<file path="src/rtl/mmu_dm_arbiter.sv">
// Shares the single MMU data-memory port between the CPU MEM stage and a debug/loader master.
// Optional build macro MMU_ARB_PERF_EN adds read-only CPU-stall and dbg-grant performance counters.
module mmu_dm_arbiter #(
  parameter int STARVE_MAX = 8,
  parameter int STARVE_W   = 4
) (
  input  logic        clk,
  input  logic        resetb,
  input  logic        cpu_req,
  input  logic        cpu_we,
  input  logic [31:0] cpu_addr,
  input  logic [31:0] cpu_wdata,
  input  logic [3:0]  cpu_be,
  input  logic        cpu_signed,
  output logic        cpu_gnt,
  output logic        cpu_rvalid,
  output logic [31:0] cpu_rdata,
  input  logic        dbg_req,
  input  logic        dbg_we,
  input  logic [31:0] dbg_addr,
  input  logic [31:0] dbg_wdata,
  input  logic [3:0]  dbg_be,
  input  logic        dbg_signed,
  input  logic        dbg_lock,
  output logic        dbg_gnt,
  output logic        dbg_rvalid,
  output logic [31:0] dbg_rdata,
  output logic [31:0] dm_addr,
  output logic [31:0] dm_di,
  output logic [3:0]  dm_be,
  output logic        dm_we,
  output logic        is_signed,
  input  logic [31:0] dm_do
`ifdef MMU_ARB_PERF_EN
  ,
  output logic [31:0] perf_cpu_stall,
  output logic [15:0] perf_dbg_gnt
`endif
);

  localparam logic [0:0] ARB_CPU = 1'b0;
  localparam logic [0:0] ARB_DBG = 1'b1;

  localparam logic [1:0] OWN_NONE = 2'd0;
  localparam logic [1:0] OWN_CPU  = 2'd1;
  localparam logic [1:0] OWN_DBG  = 2'd2;

  localparam logic [STARVE_W-1:0] STARVE_LIM = STARVE_W'(STARVE_MAX);

  logic [0:0]          state, state_nxt;
  logic [STARVE_W-1:0] starve_cnt, starve_nxt;
  logic [1:0]          resp_owner, resp_owner_nxt;
  logic                dbg_denied;

  // NOTE: every combinational output gets a default first so no path can infer a latch.
  always_comb begin
    cpu_gnt = 1'b0;
    dbg_gnt = 1'b0;
    if (state == ARB_CPU) begin
      cpu_gnt = cpu_req;
      dbg_gnt = dbg_req & ~cpu_req;
    end else begin
      dbg_gnt = dbg_req;
    end
  end

  // Idle port drives all zeros so no BRAM bank is enabled.
  always_comb begin
    dm_addr   = '0;
    dm_di     = '0;
    dm_be     = '0;
    dm_we     = 1'b0;
    is_signed = 1'b0;
    if (cpu_gnt) begin
      dm_addr   = cpu_addr;
      dm_di     = cpu_wdata;
      dm_be     = cpu_be;
      dm_we     = cpu_we;
      is_signed = cpu_signed;
    end else if (dbg_gnt) begin
      dm_addr   = dbg_addr;
      dm_di     = dbg_wdata;
      dm_be     = dbg_be;
      dm_we     = dbg_we;
      is_signed = dbg_signed;
    end
  end

  assign dbg_denied = dbg_req & ~dbg_gnt;

  always_comb begin
    starve_nxt = '0;
    if (dbg_denied) begin
      starve_nxt = (starve_cnt == '1) ? starve_cnt : starve_cnt + STARVE_W'(1);
    end

    // A locked dbg grant or a starvation limit hit reserves the port for dbg next cycle.
    state_nxt = ARB_CPU;
    if (dbg_gnt && dbg_lock) begin
      state_nxt = ARB_DBG;
    end else if (dbg_denied && (starve_nxt == STARVE_LIM)) begin
      state_nxt = ARB_DBG;
    end

    resp_owner_nxt = OWN_NONE;
    if (cpu_gnt && !cpu_we) begin
      resp_owner_nxt = OWN_CPU;
    end else if (dbg_gnt && !dbg_we) begin
      resp_owner_nxt = OWN_DBG;
    end
  end

  // NOTE: sequential state uses non-blocking assignments so every register samples pre-edge values.
  always_ff @(posedge clk or negedge resetb) begin
    if (!resetb) begin
      state      <= ARB_CPU;
      starve_cnt <= '0;
      resp_owner <= OWN_NONE;
    end else begin
      state      <= state_nxt;
      starve_cnt <= starve_nxt;
      resp_owner <= resp_owner_nxt;
    end
  end

  // Read data is routed to whoever owned last cycle's read; the other side sees zeros.
  assign cpu_rvalid = (resp_owner == OWN_CPU);
  assign dbg_rvalid = (resp_owner == OWN_DBG);
  assign cpu_rdata  = cpu_rvalid ? dm_do : '0;
  assign dbg_rdata  = dbg_rvalid ? dm_do : '0;

`ifdef MMU_ARB_PERF_EN
  always_ff @(posedge clk or negedge resetb) begin
    if (!resetb) begin
      perf_cpu_stall <= '0;
      perf_dbg_gnt   <= '0;
    end else begin
      if (cpu_req && !cpu_gnt) perf_cpu_stall <= perf_cpu_stall + 32'd1;
      if (dbg_gnt)             perf_dbg_gnt   <= perf_dbg_gnt + 16'd1;
    end
  end
`endif

endmodule

</file>
<file path="config.mk">
export PLATFORM = sky130hd
export DESIGN_NAME = mmu_dm_arbiter
export DESIGN_NICKNAME = d
export VERILOG_FILES = /design/src/rtl/mmu_dm_arbiter.sv
export SDC_FILE = /design/constraint.sdc
export NUM_CORES = 1
export LEC_CHECK = 0
export ABC_AREA = 1
export CORE_AREA = 4 4 121 123
export CTS_CLUSTER_DIAMETER = 100
export DETAILED_ROUTE_END_ITERATION = 6
export DIE_AREA = 0 0 125 127
export GPL_ROUTABILITY_DRIVEN = 1
export PLACE_DENSITY = 0.62
export SLEW_MARGIN = 20
export SYNTH_ARGS = -nofsm -noshare
export SYNTH_HDL_FRONTEND = slang
export SYNTH_SLANG_ARGS = --single-unit
</file>
<file path="constraint.sdc">
create_clock -name clk -period 1.1 [get_ports clk]
set_input_delay 0.165 -clock clk [delete_from_list [all_inputs] [get_ports clk]]
set_output_delay 0.165 -clock clk [all_outputs]
set_load 0.02 [all_outputs]
</file>
-- Word level (Yosys, flattened, before mapping)
Index checks and enable logic that the tools add are counted.
- magnitude comparators: 0
- reduce and logical (&&, ||, !) cells: 6
- multiply operators: 0
- equality and inequality tests: 4
- muxes and demuxes: 20
- divide/modulo/power cells: 0
- bitwise operators: 4
- add/sub/neg operators: 1
- shifts and indexed selects: 0
- operators with widths (operator ; count):
    32-bit two-way mux ; 6
    4-bit two-way mux ; 4
    4-bit equality test (second input constant) ; 2
    1-bit two-way mux ; 8
    4-bit by 1-bit adder with 4-bit output (second input constant) ; 1
    1-bit logical AND ; 4
    2-bit two-way mux ; 2
    1-bit AND ; 2
    2-bit by 1-bit equality test with 1-bit output (second input constant) ; 1
    2-bit equality test (second input constant) ; 1
    1-bit zero test ; 2
    1-bit inverter ; 2
- flip-flop bits (word level): 7
- logic and storage cells: 38
- bits in latches: 0
- RAM bits: 0
- memories: 0
- output and inout port bits: 138
- memory bits (read-only): 0

-- Depth between registers and ports, before layout
- depth after elaboration: 10
- mapped depth: 9
- mapped depth without buffers: 9

-- Worst setup path after synthesis
OpenSTA, ideal clock, no wires.
- path type: register to output
- from: reg resp_owner[0]
- to: out dbg_rdata[10]
- data required time: 935 ps
- arrival: 1362 ps
- path slack: -427 ps
- stages on the path, launching flop included: 5
- cells stage by stage: dfrtp_1 -> nor2_1 -> inv_1 -> clkbuf_1 -> nor2_1
- word-level cells in the longest chain between the ends: 2
- RTL lines (item ; RTL line ; text):
    start, declared ; 52 ; logic [1:0] resp_owner, resp_owner_nxt;
    start signal, assigned ; 122 ; resp_owner <= resp_owner_nxt;
    2-bit equality test ; 128 ; assign dbg_rvalid = (resp_owner == OWN_DBG);
    named net dbg_rvalid ; 26 ; output logic dbg_rvalid,
    32-bit two-way mux ; 130 ; assign dbg_rdata = dbg_rvalid ? dm_do : '0;
    end, declared ; 27 ; output logic [31:0] dbg_rdata,
The timed path passes the listed nets, and every way through them passes these cells.

-- Worst setup path after layout
- from: reg state
- to: out dm_di[15]
- word-level cells in the longest chain between the ends: 3
- elaborated cells between the ends (all ways): 4
- RTL lines (item ; RTL line ; text):
    start, declared ; 50 ; logic [0:0] state, state_nxt;
    start signal, assigned ; 120 ; state <= state_nxt;
    1-bit two-way mux ; 59 ; if (state == ARB_CPU) begin
    32-bit two-way mux ; 80 ; end else if (dbg_gnt) begin
    32-bit two-way mux (*) ; 74 ; if (cpu_gnt) begin
    end, declared ; 29 ; output logic [31:0] dm_di,
Mark *: on every way between the ends. The rest lies on a longest branch, timed or not.

==> metrics.md <==
| Metric | Value |
|---|---|
| Status | finished with violations |
| Failing checks | negative setup slack |
| Startpoint Class | flip-flop |
| Clock Path Buffers | 2 |
| Final period util | 1.515 |
| # DRC | 0 |
| Initial DRC Count | approximately 110 |
| Total Routing Usage GR | 0.1549 |
| CP max FO | 8 |
| Hold crit path type | in -> async |
| Overflow after GRT | 0 |
| Vias | 3273 |
| Root Driver | clkbuf_16 |
| Hold WS | 0.2087 ns |
| Post-synthesis sequential area ratio | 0.1176 |
| Kind of critical path | reg -> out |
| DR WL/cell | ~17 microns |
| Synth Cell Area | 1489 sq um |
| Vias/cell | 4.164 |
| Hold_buf cts | 0 |
| Initial antenna violation count | 0 |
| IO Count | about 320 |
| Cells after Synth | 241 |
| Worst Setup Slack, final | -0.5662 ns |
| CTS tree | done |
| Critical Path Sink Type | primary output |
| Mapped Nets | between 400 and 500 |
| Worst Skew | 0.002442 ns |
| Area of the die | 15880 sq um |
| H-tree levels | 1 |
| Final hold vios | 0 |
| Peak Freq | 600.2 MHz |
| Die height | 127 microns |
| Final min period | approximately 1.7 ns |
| Clock transition at path regs | 0.04 ns |
| Routability cong. | roughly 0.9 |
| Mean area per synthesized cell | roughly 6.2 sq um |
| Largest net degree at the start of global routing | 21 |
| Clk sinks | 7 |
| Post-DP HPWL | between 10000 and 15000 microns |
| Pwr Density | slightly below 600 nW/um^2 |
| CP required | 0.94 ns |
| Maxcap violations | 0 |
| Peak supply drop | approximately 0.5 mV |
| Post-synth top area cell | a22o_1 |
| Area after DPL | 5698 sq um |
| I/O Buffers | about 310 |
| Chip Width | 125 microns |
| Starting density of the core | 0.1090 |
| # setup viols final | 144 |
| Vias in the first global route | 3520 |
| Row count | 43 |
| Nets | slightly below 800 |
| RSZ-0062 raised after global routing | yes |
| Synth cell types | 17 |
| Area grow syn2layout | 340.9% |
| DR pass1 iterations | 4 |
| Core footprint | between 10000 and 15000 sq um |
| Yosys reg bits | 7 |
| Antenna Cells | 0 |
| Worst Path Arrival | around 1.5 ns |
| Post-route cell area | 6565 sq um |
| Yosys top cell area share | 0.4059 |
| Most area-consuming cells after synthesis | a22o_1, nor2_1, dfrtp_1 |
| Total CTS buffers | 3 |
| Final antenna-violating net count | 0 |
| DRT Wirelength | approximately 14000 microns |
| First-pass GRT wire length | around 20000 microns |
| Clock latency on the worst-skew pair | between 0.2 and 0.25 ns |
| Yosys warns | 0 |
| Lkg Pwr | 2.930 nW |
| Actual transition at the worst max-transition pin | 0.3474 ns |
| Share of cells above drive strength 1 | 0.5149 |
| Max Slew Vio Count | 0 |
| Worst relative slew slack | 0.7677 |
[synth_stat cells (all sizes together)]
master,instances
a21oi,2
a22o,69
a22oi,1
buf,9
clkbuf,11
dfrtp,7
ha,1
inv,45
nand2,19
nand3,1
nand4,1
nor2,74
o21ai,1
[power by group]
| part | internal [mW] | total [mW] | leakage [nW] | switching (mW) |
|---|---|---|---|---|
| registers | 0.268 | 0.276 | 0.0948 | 0.00852 |
| logic | 1.72 | 3.00 | 2.80 | 1.28 |
| clock network | 0.482 | 0.621 | 0.0382 | 0.139 |
| total | 2.47 | 3.90 | 2.93 | 1.42 |
[registers in the layout, indices dropped and copies added (netlist names)]
signal	count
state	1
starve_cnt	4
resp_owner	2
[what timing repair did]
action / CTS / global route
endpoints found under the setup margin: 143 / 145
gates resized for setup: 800 / 78
gates cloned: 5 / 2
pin swaps: 9 / 17
buffers inserted: 27 / 13
[through the flow]
stage	setup WS (ns)	power, mW	utilization	TNS, ns	cells
after CTS	-0.5974	3.817	0.4584	-65.89	780
after floorplan	-0.1967	1.425	-	-15.45	241
after global placement	-1.073	2.885	0.4170	-109.28	745
after global routing	-0.6160	4.073	0.4804	-71.16	786
after detailed placement	-1.089	2.907	0.4170	-112.31	745
final	-0.5662	3.899	0.4804	-62.06	786
[metal layers]
metal / wire length [microns] / GRT usage / vias to the layer above
met5: 0 / 0 / -
met4: 318 / 0.02997 / 0
met3: 1168 / 0.04975 / 20
met2: 7597 / 0.3110 / 215
met1: 4619 / 0.1560 / 1490
li1: - / - / 1548
[cell usage in the layout (no fill, tap or decap), drive strengths merged]
cell and n:
clkdlybuf4s50 175, a22oi 1, o21ai 1, nand4 1, nor2 74, nand3 1, clkbuf 6, dlygate4sd2 1
nand2 19, inv 45, a22o 69, ha 1, buf 203, dfrtp 7, a21oi 2
[area by class of cell]
| class | instances | area [sq um] |
|---|---|---|
| Clock buffer | 4 | 78.83 |
| Sequential cell | 7 | 175.2 |
| Tap cell | 180 | 225.2 |
| Fill cell | 1247 | 7101 |
| Multi-Input combinational cell | 169 | 1722 |
| Timing Repair Buffer | 381 | 4183 |
| Inverter | 45 | 181.4 |
[kinds of logic after synthesis]
logic type	Yosys count	share of synthesized area
adder cells (fa/ha/maj)	1	0.008402
flip-flops	7	0.1176
AO/OA/AOI/OAI	73	0.4244
buffers and inverters	65	0.2008
AND/OR/NAND/NOR	95	0.2487
[critical path, cell delays in order, from the launching register on]
cell	delay (ns)
dfrtp_1	0.39
nor2_4	0.13
inv_2	0.07
nand2_4	0.09
inv_8	0.07
clkbuf_16	0.17
a22o_4	0.22
buf_6	0.13
[final timing paths]
path / startpoint / end / slack [ns] / depth (start not counted)
worst max-delay path: state$_DFF_PN0_ / dm_di[15] / -0.57 / 7
worst min-delay path: resetb / starve_cnt[1]$_DFF_PN0_ / 0.21 / 1
worst max register to register: state$_DFF_PN0_ / resp_owner[0]$_DFF_PN0_ / -0.38 / 10
worst min register to register: starve_cnt[3]$_DFF_PN0_ / starve_cnt[0]$_DFF_PN0_ / 0.72 / 3
max in group asynchronous: resetb / starve_cnt[0]$_DFF_PN0_ / 0.64 / 1
min in group clk: dbg_lock / state$_DFF_PN0_ / 0.49 / 3
(Power assumes the default switching activity.)
